[src/rtl/hazard_ctrl_pkg.sv]
// Shared pipeline definitions for the hazard controller: forward-select
// encodings, controller FSM states, register-address type and the bundle
// of stall/flush controls.
package hazard_ctrl_pkg;

    localparam int unsigned REG_ADDR_W = 5;

    typedef logic [REG_ADDR_W-1:0] reg_addr_t;

    // ALU operand source select
    typedef enum logic [1:0] {
        FWD_RF  = 2'b00,   // register file read
        FWD_WB  = 2'b01,   // Writeback result
        FWD_MEM = 2'b10    // Memory-stage ALU result
    } fwd_sel_t;

    // Controller FSM states
    typedef enum logic [0:0] {
        RUN      = 1'b0,
        MEM_WAIT = 1'b1
    } hz_state_t;

    // Pipeline hold/clear controls, packed MSB-first in output order
    typedef struct packed {
        logic stall_f;
        logic stall_d;
        logic stall_e;
        logic stall_m;
        logic flush_d;
        logic flush_e;
    } hz_ctrl_t;

    // A later stage supplies a source operand when it writes a non-x0
    // register that matches the source.
    function automatic logic reg_match(
        input reg_addr_t rd,
        input reg_addr_t rs,
        input logic      we
    );
        return we && (rd != '0) && (rd == rs);
    endfunction

endpackage

[src/rtl/hazard_ctrl_fwd_unit.sv]
// Single-operand forwarding select. Memory stage has priority over
// Writeback because it holds the younger result.
module fwd_unit
    import hazard_ctrl_pkg::*;
(
    input  logic [4:0] i_rs,
    input  logic [4:0] i_rd_m,
    input  logic       i_we_m,
    input  logic [4:0] i_rd_w,
    input  logic       i_we_w,
    output logic [1:0] o_fwd
);

    fwd_sel_t w_sel;

    // Pick the youngest in-flight producer of this source register
    always_comb begin
        w_sel = FWD_RF;
        if (reg_match(i_rd_m, i_rs, i_we_m)) begin
            w_sel = FWD_MEM;
        end else if (reg_match(i_rd_w, i_rs, i_we_w)) begin
            w_sel = FWD_WB;
        end
    end

    assign o_fwd = w_sel;

endmodule

[src/rtl/hazard_ctrl.sv]
// Pipeline hazard controller: operand forwarding, load-use interlock,
// branch redirect flushing, data-memory wait handling with a sticky
// timeout flag, and a saturating count of front-end stall cycles.
module hazard_ctrl
    import hazard_ctrl_pkg::*;
#(
    parameter int unsigned TIMEOUT_CYCLES = 255,
    parameter int unsigned CNT_WIDTH      = 16
) (
    input  logic                 clk,
    input  logic                 reset,
    input  logic [4:0]           Rs1D,
    input  logic [4:0]           Rs2D,
    input  logic [4:0]           Rs1E,
    input  logic [4:0]           Rs2E,
    input  logic [4:0]           RdE,
    input  logic                 RegWriteE,
    input  logic                 LoadE,
    input  logic                 PCSrcE,
    input  logic [4:0]           RdM,
    input  logic                 RegWriteM,
    input  logic [4:0]           RdW,
    input  logic                 RegWriteW,
    input  logic                 MemReqM,
    input  logic                 MemReadyM,
    output logic                 StallF,
    output logic                 StallD,
    output logic                 StallE,
    output logic                 StallM,
    output logic                 FlushD,
    output logic                 FlushE,
    output logic [1:0]           ForwardAE,
    output logic [1:0]           ForwardBE,
    output logic                 MemTimeout,
    output logic [CNT_WIDTH-1:0] StallCount
);

    localparam int unsigned WAIT_W =
        (TIMEOUT_CYCLES < 1) ? 1 : $clog2(TIMEOUT_CYCLES + 1);
    localparam logic [WAIT_W-1:0] WAIT_LIMIT = WAIT_W'(TIMEOUT_CYCLES);

    hz_state_t              r_state;
    hz_state_t              w_state_nxt;
    logic                   r_redirect_pend;
    logic [WAIT_W-1:0]      r_wait_cnt;
    logic [WAIT_W-1:0]      w_wait_nxt;
    logic                   r_timeout;
    logic [CNT_WIDTH-1:0]   r_stall_cnt;

    logic                   w_mem_stall;
    logic                   w_lw_stall;
    logic                   w_redirect;
    hz_ctrl_t               w_ctrl;

    // RegWriteE is carried for interface compatibility; the load-use
    // interlock keys only on LoadE.
    logic                   w_unused;
    assign w_unused = RegWriteE;

    // ---------------------------------------------------------------
    // Forwarding: purely combinational, independent of FSM state
    // ---------------------------------------------------------------
    fwd_unit u_fwd_a (
        .i_rs   (Rs1E),
        .i_rd_m (RdM),
        .i_we_m (RegWriteM),
        .i_rd_w (RdW),
        .i_we_w (RegWriteW),
        .o_fwd  (ForwardAE)
    );

    fwd_unit u_fwd_b (
        .i_rs   (Rs2E),
        .i_rd_m (RdM),
        .i_we_m (RegWriteM),
        .i_rd_w (RdW),
        .i_we_w (RegWriteW),
        .o_fwd  (ForwardBE)
    );

    // ---------------------------------------------------------------
    // Hazard detection
    // ---------------------------------------------------------------
    assign w_mem_stall = MemReqM && !MemReadyM;
    assign w_lw_stall  = LoadE && (RdE != '0) && ((RdE == Rs1D) || (RdE == Rs2D));
    // A branch that arrived while memory held the pipe is replayed here
    assign w_redirect  = !w_mem_stall && (PCSrcE || r_redirect_pend);

    // Stall/flush priority: memory wait, then redirect, then load-use
    always_comb begin
        w_ctrl = '0;
        if (w_mem_stall) begin
            w_ctrl.stall_f = 1'b1;
            w_ctrl.stall_d = 1'b1;
            w_ctrl.stall_e = 1'b1;
            w_ctrl.stall_m = 1'b1;
        end else if (w_redirect) begin
            w_ctrl.flush_d = 1'b1;
            w_ctrl.flush_e = 1'b1;
        end else if (w_lw_stall) begin
            w_ctrl.stall_f = 1'b1;
            w_ctrl.stall_d = 1'b1;
            w_ctrl.flush_e = 1'b1;
        end
    end

    assign StallF = w_ctrl.stall_f;
    assign StallD = w_ctrl.stall_d;
    assign StallE = w_ctrl.stall_e;
    assign StallM = w_ctrl.stall_m;
    assign FlushD = w_ctrl.flush_d;
    assign FlushE = w_ctrl.flush_e;

    // ---------------------------------------------------------------
    // Memory-wait FSM and wait counter
    // ---------------------------------------------------------------

    // Next state and wait count; the count holds at the limit to avoid wrap
    always_comb begin
        w_state_nxt = r_state;
        w_wait_nxt  = '0;
        unique case (r_state)
            RUN: begin
                if (w_mem_stall) begin
                    w_state_nxt = MEM_WAIT;
                end
            end
            MEM_WAIT: begin
                if (MemReadyM) begin
                    w_state_nxt = RUN;
                end else if (r_wait_cnt == WAIT_LIMIT) begin
                    w_wait_nxt = r_wait_cnt;
                end else begin
                    w_wait_nxt = r_wait_cnt + WAIT_W'(1);
                end
            end
            default: begin
                w_state_nxt = RUN;
            end
        endcase
    end

    // FSM state and wait counter registers
    always_ff @(posedge clk or posedge reset) begin
        if (reset) begin
            r_state    <= RUN;
            r_wait_cnt <= '0;
        end else begin
            r_state    <= w_state_nxt;
            r_wait_cnt <= w_wait_nxt;
        end
    end

    // Sticky timeout: raised on the edge where the count reaches the limit
    always_ff @(posedge clk or posedge reset) begin
        if (reset) begin
            r_timeout <= 1'b0;
        end else if ((r_state == MEM_WAIT) && !MemReadyM && (w_wait_nxt == WAIT_LIMIT)) begin
            r_timeout <= 1'b1;
        end
    end

    assign MemTimeout = r_timeout;

    // ---------------------------------------------------------------
    // Redirect replay and stall statistics
    // ---------------------------------------------------------------

    // Remember branches seen under a memory stall; drop on first free cycle
    always_ff @(posedge clk or posedge reset) begin
        if (reset) begin
            r_redirect_pend <= 1'b0;
        end else if (w_mem_stall) begin
            r_redirect_pend <= r_redirect_pend || PCSrcE;
        end else begin
            r_redirect_pend <= 1'b0;
        end
    end

    // Saturating count of cycles the fetch stage was held
    always_ff @(posedge clk or posedge reset) begin
        if (reset) begin
            r_stall_cnt <= '0;
        end else if (w_ctrl.stall_f && (r_stall_cnt != '1)) begin
            r_stall_cnt <= r_stall_cnt + CNT_WIDTH'(1);
        end
    end

    assign StallCount = r_stall_cnt;

endmodule

[config.mk]
export PLATFORM = sky130hd
export DESIGN_NAME = hazard_ctrl
export DESIGN_NICKNAME = d
export VERILOG_FILES = /design/src/rtl/hazard_ctrl_pkg.sv /design/src/rtl/hazard_ctrl_fwd_unit.sv /design/src/rtl/hazard_ctrl.sv
export SDC_FILE = /design/constraint.sdc
export NUM_CORES = 1
export LEC_CHECK = 0
export BUFFER_PORTS_ARGS = -buffer_cell sky130_fd_sc_hd__buf_2
export CAP_MARGIN = 15
export CELL_PAD_IN_SITES_DETAIL_PLACEMENT = 0
export CELL_PAD_IN_SITES_GLOBAL_PLACEMENT = 1
export CORE_UTILIZATION = 30
export DETAILED_ROUTE_END_ITERATION = 8
export HOLD_SLACK_MARGIN = 0.05
export PLACE_DENSITY_LB_ADDON = 0.1
export SYNTH_ARGS = -nofsm -noshare
export SYNTH_HDL_FRONTEND = slang
export SYNTH_SLANG_ARGS = --single-unit
[constraint.sdc]
create_clock -name clk -period 4.4 [get_ports clk]
set_clock_uncertainty 0.05 [all_clocks]
set_input_delay 0.22 -clock clk [delete_from_list [all_inputs] [get_ports clk]]
set_output_delay 0.22 -clock clk [all_outputs]
set_load 0.01 [all_outputs]
# Word-level counts from Yosys, hierarchy flattened
# Cells that the tools add are included.
classes:
  n_addsub: 2
  bitwise_logic: 1
  mux: 19
  n_eq_ne: 9
  reduce_logical: 20
op_table:
  columns: ["operator", "count"]
  rows:
  - ["== test 5 bit", 6]
  - ["2-to-1 mux 8 bit", 3]
  - ["adder 16 x 1 -> 16 bit (second input constant)", 1]
  - ["== test 8 bit (second input constant)", 2]
  - ["inequality test 16 bit (second input constant)", 1]
  - ["nonzero test 5 bit", 3]
  - ["2-to-1 mux 2 bit", 7]
  - ["logical AND 1 bit", 13]
  - ["adder 8 x 1 -> 8 bit (second input constant)", 1]
  - ["2-to-1 mux 1 bit", 8]
  - ["logical NOT 1 bit", 2]
  - ["logical OR 1 bit", 2]
  - ["case mux 1 bit (2 select lines)", 1]
  - ["NOT 1 bit", 1]
totals:
  reg_bits: 27
  elab_cells: 56

# Longest topological paths before layout
# Gate-level depths: netlist (run 1).
logic_depth:
  ltp_word: 7
  depth_mapped: 8

# Cells and area by module
# From an unflattened synthesis (run 1), not the netlist that was laid out.
unflattened:
  hier_cells: 200
  area_unflattened_um2: 1848.0
by_module_without_submodules:
  columns: ["module", "instances", "area_each_um2", "cells_each", "seq_area_each_um2"]
  rows:
  - ["hazard_ctrl", 1, 1545.2, 160, 675.6]
  - ["fwd_unit", 2, 151.4, 20, 0.0]

# Worst setup path before layout (run 1)
# Ideal clock, no wire load.
synth_path:
  path_kind: "reg-to-reg"
  start: "register r_stall_cnt[0] (netlist: StallCount[0])"
  end: "register r_stall_cnt[1] (netlist: StallCount[1])"
  arrival_ns: 1.791
  required_ns: 4.225
  path_buffers: 0
  slack_ns: 2.434
  setup_time_ns: 0.125
  path_stages_with_launch: 7
  synth_period_minus_slack_ns: 1.966
  cell_sequence: "dfrtp_1 -> ha_1 -> nand3_1 -> nor3_1 -> a21oi_1 -> a21oi_4 -> mux2_2"
synth_between:
  elab_chain_len: 2
synth_lines:
  columns: ["item", "line", "source"]
  rows:
  - ["start: declaration", "hazard_ctrl.sv:48", "logic [CNT_WIDTH-1:0] r_stall_cnt;"]
  - ["start signal: assignment", "hazard_ctrl.sv:185", "r_stall_cnt <= r_stall_cnt + CNT_WIDTH'(1);"]
  - ["parallel branches: the longest is 2 deep, another holds adder 16 x 1 -> 16 bit", null, null]
# Several ways; the timed one is not identified.
# A chain may end at the register's enable or synchronous reset.

# Final worst setup path (run 1)
# Same ends and word-level chain as after synthesis.

==> results by group, run 1 <==
STA
  – Setup TNS: 0 ns
  – Final setup fails: 0
  – RSZ-0062 raised after global routing: false
  – Slew HR: 58.76%
  – Slew @ Worst Pin: 0.6138 ns
  – Fin crit period: roughly 2.4 ns
  – Fin. Hold Viols: 0
  – Fin crit share: 54.60%
  – Achievable Freq: between 400 and 500 MHz
  – Max Slew Vio Count: 0

Worst hold path
  – Hold WC Path Type: input pin to flop
  – WHS Path Cells: 3
  – Worst hold path endpoint: r_redirect_pend
  – Hold Startpoint: PCSrcE

Floorplan
  – FP Rows: 27
  – Die height: between 70 and 80 um
  – Ports: between 70 and 80
  – Die W: just under 80 um
  – Starting density of the core: about a third
  – Core area: 0.005574 mm2
  – Die area: around 0.0061 mm2

Setup path
  – Worst setup path category: flop to flop
  – R2R depth: 6
  – Buf+Inv Stages, Crit Path: 0
  – Reg2reg start: StallCount[0]
  – Cell chain of the critical path: ha_1 -> nand3_1 -> nor3_1 -> a21oi_1 -> a21oi_4 -> mux2_2
  – Crit path largest cell delay: about 0.55 ns
  – Critical Path Start Type: flop
  – Max FO, Critical Path: 16
  – Required time worst endpoint: ~4.5 ns
  – CP delay by family, top: simple AND/OR/NAND/NOR gates
  – Worst reg2reg path endpoint: StallCount[1]
  – CP Capture Type: flop
  – Stages on worst setup path: 6
  – CP max stage cell: nor3_1
  – R2R setup slack: between 1.5 and 2 ns
  – Arr. time, crit path: ~2.5 ns

Layout
  – Share of layout cells above drive strength 1: a little under a third
  – Area Overhead vs Synth: 27.79%
  – Nets: 308
  – Antenna cells: 0
  – Core Util, Final: between 40 and 50%

Logic synthesis
  – Synth top area cells: dfrtp_1, xor2_1, xnor2_1
  – Post-Syn Instances: approximately 190
  – Number of flops mapped to enable cells by yosys: 0
  – Synth top area share: 38.68%
  – Synth unique cells: 33
  – #FFs+latches synth: 27
  – Post-synthesis area per instance: between 9 and 10 um2
  – Yosys warns: 0
  – Predominant post-synthesis flop cell: dfrtp_1
  – Sequential area share after synthesis: between 30% and 40%
  – FFs w/ async S/R, synth: 100.0%
  – Synthesized Nets: around 240
  – Post-Syn Area: 0.001747 mm2
  – Leading area contributor after synthesis: dfrtp_1

Route
  – Routed wire length: slightly above 4 mm
  – Initial DRC Count: between 50 and 60
  – DR DRC count: 0
  – Routed vias/inst: 4.658
  – Post-route antenna net violation count: 0
  – Via count: around 1600
  – First-pass DRT Iterations: 3
  – Drt wl/cell: around 12 um

Clock network
  – CTS Root Cell: clkbuf_8
  – Setup Buffers After CTS: 0
  – CTS clk-pin slew, worst paths: 0.09 ns
  – Worst-case clock buffer depth: 2
  – Clk_lat worst skew: around 0.27 ns
  – H-tree depth: 1
  – PostCTS Resize Cnt: 0
  – Hold_buf cts: 0
  – CTS tree: yes
  – CTS buffer count: 3
  – Total clock sinks: 27

Pwr
  – Power Total: 646.0 uW
  – Peak VDD IR: around 240 uV
  – Leak: roughly 0.0011 uW
  – Pwr/cell area: between 200 and 300 mW/mm2

GRT
  – Total GRT Usage: between 10% and 20%
  – First-pass GRT wire length: about 7 mm
  – Initial antenna violation count: 0
  – Vias in the first global route: 1456
  – Largest net degree at the start of global routing: 28
  – Gr ovfl total: 0

Placed design
  – IO Port Bufs: roughly 70
  – GPL Wtd Cong: approximately 0.74
  – Post-DP HPWL: roughly 3.3 mm

Run status
  – Status: complete, no violations

Job
  – Maxcap violations: 0
cell type report:
class	instances	area, um2
tap	72	90.09
fill	580	3342
clock buffer	3	41.29
clock inverter	1	5.005
inverter	5	18.77
multi-input combinational	154	1018
sequential	27	675.6
timing repair buffer	71	382.9
sequential cells by signal, indices dropped and copies added (netlist names):
register and flops:
r_redirect_pend 1, r_state 1, MemTimeout 1, StallCount 16, r_wait_cnt 8
worst max-delay path by stage:
| stage | from | end | slack, ns |
|---|---|---|---|
| after floorplan | StallCount[0] | StallCount[1] | 2.43 |
| after global placement | StallCount[0] | StallCount[1] | 1.99 |
| after detailed placement | StallCount[0] | StallCount[1] | 2.00 |
| after CTS | StallCount[0] | StallCount[1] | 1.98 |
| after global routing | StallCount[0] | StallCount[1] | 1.85 |
| final | StallCount[0] | StallCount[1] | 2.00 |
metrics by stage:
stage | instance area [um2] | setup slack (ns) | std cells | hold slack, ns
2_1_floorplan | 1747 | 2.434 | 191 | 0.2227
3_3_place_gp | 2148 | 1.987 | 327 | 0.3981
3_5_place_dp | 2148 | 2.000 | 327 | 0.4034
4_1_cts | 2195 | 1.984 | 331 | 0.1812
5_1_grt | 2232 | 1.846 | 333 | 0.1870
6_report | 2232 | 1.998 | 333 | 0.1911
cells in the mapped netlist, types with 2 or more instances:
cell and number:
buf_4 2, o21ai_0 2, clkbuf_1 2, or4_1 5, nand3_1 11, dfrtp_1 27
nand2b_1 4, o22ai_1 3, ha_1 2, a21oi_1 6, nand4_1 5, mux2i_1 2
xnor2_1 21, nor3_1 9, nand2_1 15, inv_1 5, xor2_1 27, nor2_1 21
nor4_1 4, and3_1 5
tightest hold or removal path, cell delays in order:
cell    delay [ns]
buf_2         0.09
nor2_1        0.08
nor2_1        0.09
kinds of logic after synthesis:
logic type                 after synthesis  synth area share (%)
AOI/OAI and AO/OA                       19                 7.738
xor gates and xnor gates                48                 24.07
adders and majority gates                2                 1.432
buffers and inverters                   10                 3.009
DFF                                     27                 38.68
muxes                                    3                 1.791
and+or+nand+nor                         82                 23.28
routing by layer:
layer | wire length [um] | share of wire (%) | track usage, %
met1 | 1971 | 48 | 18.66
met2 | 1958 | 48 | 23.25
met3 | 179 | 4.3 | 2.907
met4 | 13 | 0.32 | 2.222
met5 | 0 | 0 | 0
placed cells by master, fill, tap and decap left out, types with 6 or more instances in the layout:
| cell | count |
|---|---|
| buf_2 | 69 |
| xnor2_1 | 21 |
| xor2_1 | 27 |
| nor2_1 | 21 |
| nand2_1 | 15 |
| nand3_1 | 11 |
| a21oi_1 | 6 |
| dfrtp_1 | 27 |
| nor3_1 | 9 |
report_power, final:
group | leakage (uW) | switching [uW] | internal [uW]
Sequential | 0.000349 | 40.8 | 283
Combinational | 0.000689 | 92.4 | 90.1
Clock | 0.0000255 | 76.5 | 63.4
Power figures use the tool's default switching activity.
==> inputs of run 2 (changes only) <==
Clock period 4.4 ns to 2.1 ns, I/O delays scaled along.
==> run 2 against run 1 <==
Against the previous run: register-to-register slack got worse by 1.8 ns; clock power increased by 110%; non-clock buffer count increased by 13; worst hold slack got worse by 0.12 ns; first-iteration DRC count decreased by 13%.
==> results by group, run 2 (synthesized netlist as in run 1, its figures left out) <==
Placed design
  – GPL Wtd Cong: 0.7728 (+4.5%)
  – IO Port Bufs: 69 (unchanged)
  – Post-DP HPWL: 3.377 mm (+3.1%)
  – Placed Cells: 340 (+4.0%)

Layout
  – Non-filler cells, final: 346 (+3.9%)
  – Nets: 321 (+4.2%)
  – Area Overhead vs Synth: 32.95%
  – Most frequent cells in the layout: buf_2, dfrtp_1, xor2_1
  – Largest register FFs: 16 (unchanged)
  – Leading cell type in the layout, fill and taps excluded: buf_2
  – Antenna cells: 0 (unchanged)
  – Core Util, Final: 41.66% (+1.6 points)
  – Share of layout cells above drive strength 1: 33.58% (+3.3 points)

Setup path
  – Worst setup path category: flop to flop
  – Max FO, Critical Path: 5 (-11)
  – CP Capture Type: flop
  – Buf+Inv Stages, Crit Path: 0 (unchanged)
  – Cell chain of the critical path: ha_1 -> nand3_1 -> or3_1 -> nand4_1 -> xor2_1 -> nor2_1 -> a41o_1
  – Critical Path Start Type: flop
  – Arr. time, crit path: 2.02 ns (-0.50 ns)
  – CP max stage cell: or3_1
  – Required time worst endpoint: 2.22 ns (-2.30 ns)
  – CP delay by family, top: simple AND/OR/NAND/NOR gates
  – Crit path largest cell delay: 0.49 ns (-0.06 ns)

Job
  – Maxcap violations: 0 (unchanged)

Floorplan
  – Core area: 0.005574 mm2 (unchanged)
  – Die W: 78.31 um (unchanged)
  – Die area: 0.006132 mm2 (unchanged)
  – Die height: 78.31 um (unchanged)
  – Ports: 71 (unchanged)
  – FP Rows: 27 (unchanged)
  – Starting density of the core: 31.34% (unchanged)

GRT
  – M3 GR Usage: 1.860% (-1.0 points)
  – First-pass GRT wire length: 6.955 mm (+1.0%)
  – GR Util met2: 23.95% (+0.70 points)
  – Largest net degree at the start of global routing: 28 (unchanged)
  – Total GRT Usage: 14.04% (+0.15 points)
  – Gr ovfl total: 0 (unchanged)
  – Vias in the first global route: 1546 (+6.2%)
  – Met1 GRT Util: 18.71% (+0.050 points)
  – GRT Max-Usage Layer: met2
  – Initial antenna violation count: 0 (unchanged)

Route
  – Routed wire length: 4.221 mm (+2.4%)
  – Initial DRC Count: 49 (-13%)
  – Drt wl/cell: 12.20 um (-1.4%)
  – First-pass DRT Iterations: 4 (+1)
  – Routed vias/inst: 4.639 (-0.41%)
  – Via count: 1605 (+3.5%)
  – Post-route antenna net violation count: 0 (unchanged)
  – DR DRC count: 0 (unchanged)

Pwr
  – Power Total: 1404 uW (+120%)
  – Leak: 0.001127 uW (+5.9%)
  – Pwr/cell area: 604.7 mW/mm2 (+110%)
  – Peak VDD IR: 548.6 uV (+130%)

Clock network
  – H-tree depth: 1 (unchanged)
  – CTS clk-pin slew, worst paths: 0.09 ns (about the same)
  – CTS buffer count: 3 (unchanged)
  – Worst-case clock buffer depth: 2 (unchanged)
  – Total clock sinks: 27 (unchanged)
  – CTS Root Cell: clkbuf_8
  – PostCTS Resize Cnt: 0 (unchanged)
  – CTS tree: yes
  – Clk_lat worst skew: 0.27 ns (about the same)

STA
  – WHS: 0.06964 ns (-0.1215 ns)
  – Slew @ Worst Pin: 0.3541 ns (-0.2597 ns)
  – Fin crit period: 1.897 ns (-0.5050 ns)
  – Setup TNS: 0 ns (unchanged)
  – Final setup fails: 0 (unchanged)
  – Fin crit share: 90.36% (+36 points)
  – RSZ-0062 raised after global routing: false
  – Max Slew Vio Count: 0 (unchanged)
  – Achievable Freq: 527.0 MHz (+27%)
  – Fin. Hold Viols: 0 (unchanged)
  – Slew HR: 76.17% (+17 points)

Run status
  – Status: complete, no violations

Worst hold path
  – Hold WC Path Type: input pin to flop
==> run 2: changes by cell type in the layout (fill, tap and decap cells not counted), sizes merged <==
cell  change
buf      +13
==> run 2: power breakdown <==
part           total (uW)  internal, uW  switching [uW]
registers             657           593            64.1
clock network         297           133             165
logic                 450           227             224
==> run 2: routing by layer <==
metal / wire length (um) / share of wire [%]
met1: 2079 / 49
met3: 117 / 2.8
met4: 15 / 0.36
met5: 0 / 0
met2: 2009 / 48
==> run 2: timing repair <==
action,CTS,global route
buffers inserted,0,1
hold endpoints to repair,27,0
endpoints found under the setup margin,0,2
hold buffers,1,0
==> run 2: worst paths after layout <==
kind	startpoint	to	slack [ns]	cells past startpoint
setup / recovery	r_wait_cnt[0]	MemTimeout	0.20	7
hold / removal	PCSrcE	r_redirect_pend	0.07	3
setup reg to reg	r_wait_cnt[0]	MemTimeout	0.20	7
hold reg to reg	MemTimeout	MemTimeout	0.42	1
max in group asynchronous	reset	StallCount[15]	1.35	4
min in group asynchronous	reset	r_wait_cnt[7]	0.38	4
==> run 2: stage by stage <==
step                setup slack, ns  area (um2)
floorplan                    0.1344        1747
CTS                         0.06434        2302
global placement            0.07849        2246
finish                       0.2025        2322
detailed placement          0.07901        2246
global route                0.01361        2322
==> run 2: worst register-to-register path, cell delays in order (launching register included) <==
cell,delay [ns]
dfrtp_1,0.37
ha_1,0.21
nand3_1,0.10
or3_1,0.49
nand4_1,0.15
xor2_1,0.14
nor2_1,0.06
a41o_1,0.22
==> run 2: area by class of cell <==
type	count	area, um2
tap	72	90.09
sequential	27	675.6
inverter	5	18.77
multi-input combinational	154	1018
timing repair buffer	84	473.0
clock buffer	3	41.29
fill	579	3252
clock inverter	1	5.005
==> inputs of run 3 (changes only) <==
Settings changed: CORE_ASPECT_RATIO from default to 1.25.
==> run 3 against run 2 <==
Against the previous run: setup slack lost 0.023 ns; sequential power hardly changed; worst hold slack got worse by 0.0021 ns; via count increased by 1.0%; critical endpoint is now StallCount[1]; highest routed layer unchanged.
==> results by group, run 3 (synthesized netlist as in run 1, its figures left out) <==
Layout
  – Share of layout cells above drive strength 1: 34.06% (+0.48 points)
  – Fill cells: 585 (+1.0%)
  – Antenna cells: 0 (unchanged)
  – Area Overhead vs Synth: 33.24%
  – Leading cell type in the layout, fill and taps excluded: buf_2
  – Most frequent cells in the layout: buf_2, dfrtp_1, xor2_1
  – Largest register FFs: 16 (unchanged)
  – Nets: 323 (+0.62%)

Pwr
  – Pwr/cell area: 600.7 mW/mm2 (-0.66%)
  – Peak VDD IR: 358.7 uV (-35%)
  – Leak: 0.001135 uW (+0.77%)

Floorplan
  – Die W: 70.25 um (-10%)
  – FP Rows: 30 (+11%)
  – Die area: 0.006134 mm2 (about the same)
  – Die height: 87.31 um (+11%)
  – Starting density of the core: 31.66% (+0.32 points)
  – Core area: 0.005518 mm2 (-1.0%)
  – Ports: 71 (unchanged)

Route
  – Post-route antenna net violation count: 0 (unchanged)
  – Via count: 1621 (+1.0%)
  – Initial DRC Count: 48 (-2.0%)
  – Routed vias/inst: 4.768 (+2.8%)
  – DR DRC count: 0 (unchanged)
  – Routed wire length: 4.199 mm (-0.52%)
  – Drt wl/cell: 12.35 um (+1.2%)
  – First-pass DRT Iterations: 4 (unchanged)

Clock network
  – Worst-case clock buffer depth: 2 (unchanged)
  – CTS buffer count: 3 (unchanged)
  – CTS tree: yes
  – CTS clk-pin slew, worst paths: 0.09 ns (about the same)
  – CTS Root Cell: clkbuf_8
  – H-tree depth: 1 (unchanged)
  – Clk_lat worst skew: 0.27 ns (about the same)
  – Total clock sinks: 27 (unchanged)

Setup path
  – Max FO, Critical Path: 14 (+9)
  – CP Capture Type: flop
  – Arr. time, crit path: 2.03 ns (about the same)
  – Critical Path Start Type: flop
  – Required time worst endpoint: 2.21 ns (about the same)
  – Worst setup path category: flop to flop

GRT
  – Initial antenna violation count: 0 (unchanged)
  – First-pass GRT wire length: 6.851 mm (-1.5%)
  – Largest net degree at the start of global routing: 28 (unchanged)
  – Vias in the first global route: 1601 (+3.6%)
  – Total GRT Usage: 13.70% (-0.34 points)
  – Gr ovfl total: 0 (unchanged)

STA
  – Fin crit share: 91.46% (+1.1 points)
  – Final WS setup: 0.1793 ns (-0.02321 ns)
  – Fin. Hold Viols: 0 (unchanged)
  – RSZ-0062 raised after global routing: false
  – Setup TNS: 0 ns (unchanged)
  – Achievable Freq: 520.6 MHz (-1.2%)
  – WHS: 0.06756 ns (-0.002078 ns)
  – Slew @ Worst Pin: 0.3523 ns (-0.001861 ns)
  – Fin crit period: 1.921 ns (+0.02321 ns)
  – Final setup fails: 0 (unchanged)
  – Slew HR: 76.30% (+0.13 points)
  – Max Slew Vio Count: 0 (unchanged)

Job
  – Maxcap violations: 0 (unchanged)

Placed design
  – Placement Setup Slack: 0.07199 ns (-0.007016 ns)
  – Post-DP HPWL: 3.383 mm (+0.17%)
  – GPL Wtd Cong: 0.7319 (-5.3%)
  – IO Port Bufs: 69 (unchanged)

Worst hold path
  – Hold WC Path Type: input pin to flop

Run status
  – Status: complete, no violations
## run 3: where the power goes
part	internal (uW)	total [uW]	switching, uW
Combinational	227	449	222
Clock	133	292	159
Sequential	593	658	65.2
## run 3: metal layers
metal	track usage [%]	vias to the layer above	share of wire [%]
li1	-	827	-
met1	15.94	755	41
met2	26.06	35	54
met3	1.736	4	4.1
met4	3.818	0	0.81
met5	0	-	0
## run 3: path summary, 6_finish.rpt
kind	from	to	slack, ns	cells past startpoint
setup / recovery	StallCount[1]	StallCount[1]	0.18	8
hold / removal	PCSrcE	r_redirect_pend	0.07	3
setup reg to reg	StallCount[1]	StallCount[1]	0.18	8
hold reg to reg	StallCount[15]	StallCount[15]	0.44	1
max in group asynchronous	reset	StallCount[10]	1.36	4
min in group asynchronous	reset	StallCount[3]	0.38	4
## run 3: what timing repair did
action                                 in CTS  in global routing
gates resized for setup                     0                  0
endpoints found under the hold margin      27                  0
setup endpoints to repair                   0                 12
hold buffers                                1                  0
buffers inserted                            0                  1
## run 3: area by class of cell
class                   count  area [um2]  area share [%]
repair buffers             86       488.0           20.97
clock inverters             1       5.005          0.2151
well taps                  64       80.08           3.441
clock buffers               3       41.29           1.774
flip-flops and latches     27       675.6           29.03
inverters                   5       18.77          0.8065
multi-input cells         154        1018           43.76
## run 3: worst max-delay path, stage by stage (launching register included)
cell,delay (ns)
dfrtp_1,0.39
ha_1,0.18
nand3_1,0.11
nor3_1,0.20
buf_4,0.17
a21oi_1,0.09
a21oi_4,0.15
buf_12,0.15
mux2_2,0.33
## run 3: stage by stage
step                power (uW)  utilization, %  cells  area, um2
finish                    1398           42.18    340       2327
global route              1508           42.18    340       2327
CTS                       1425           41.81    339       2307
detailed placement        1120           40.79    334       2251
global placement          1116           40.79    334       2251
floorplan                898.2               -    191       1747
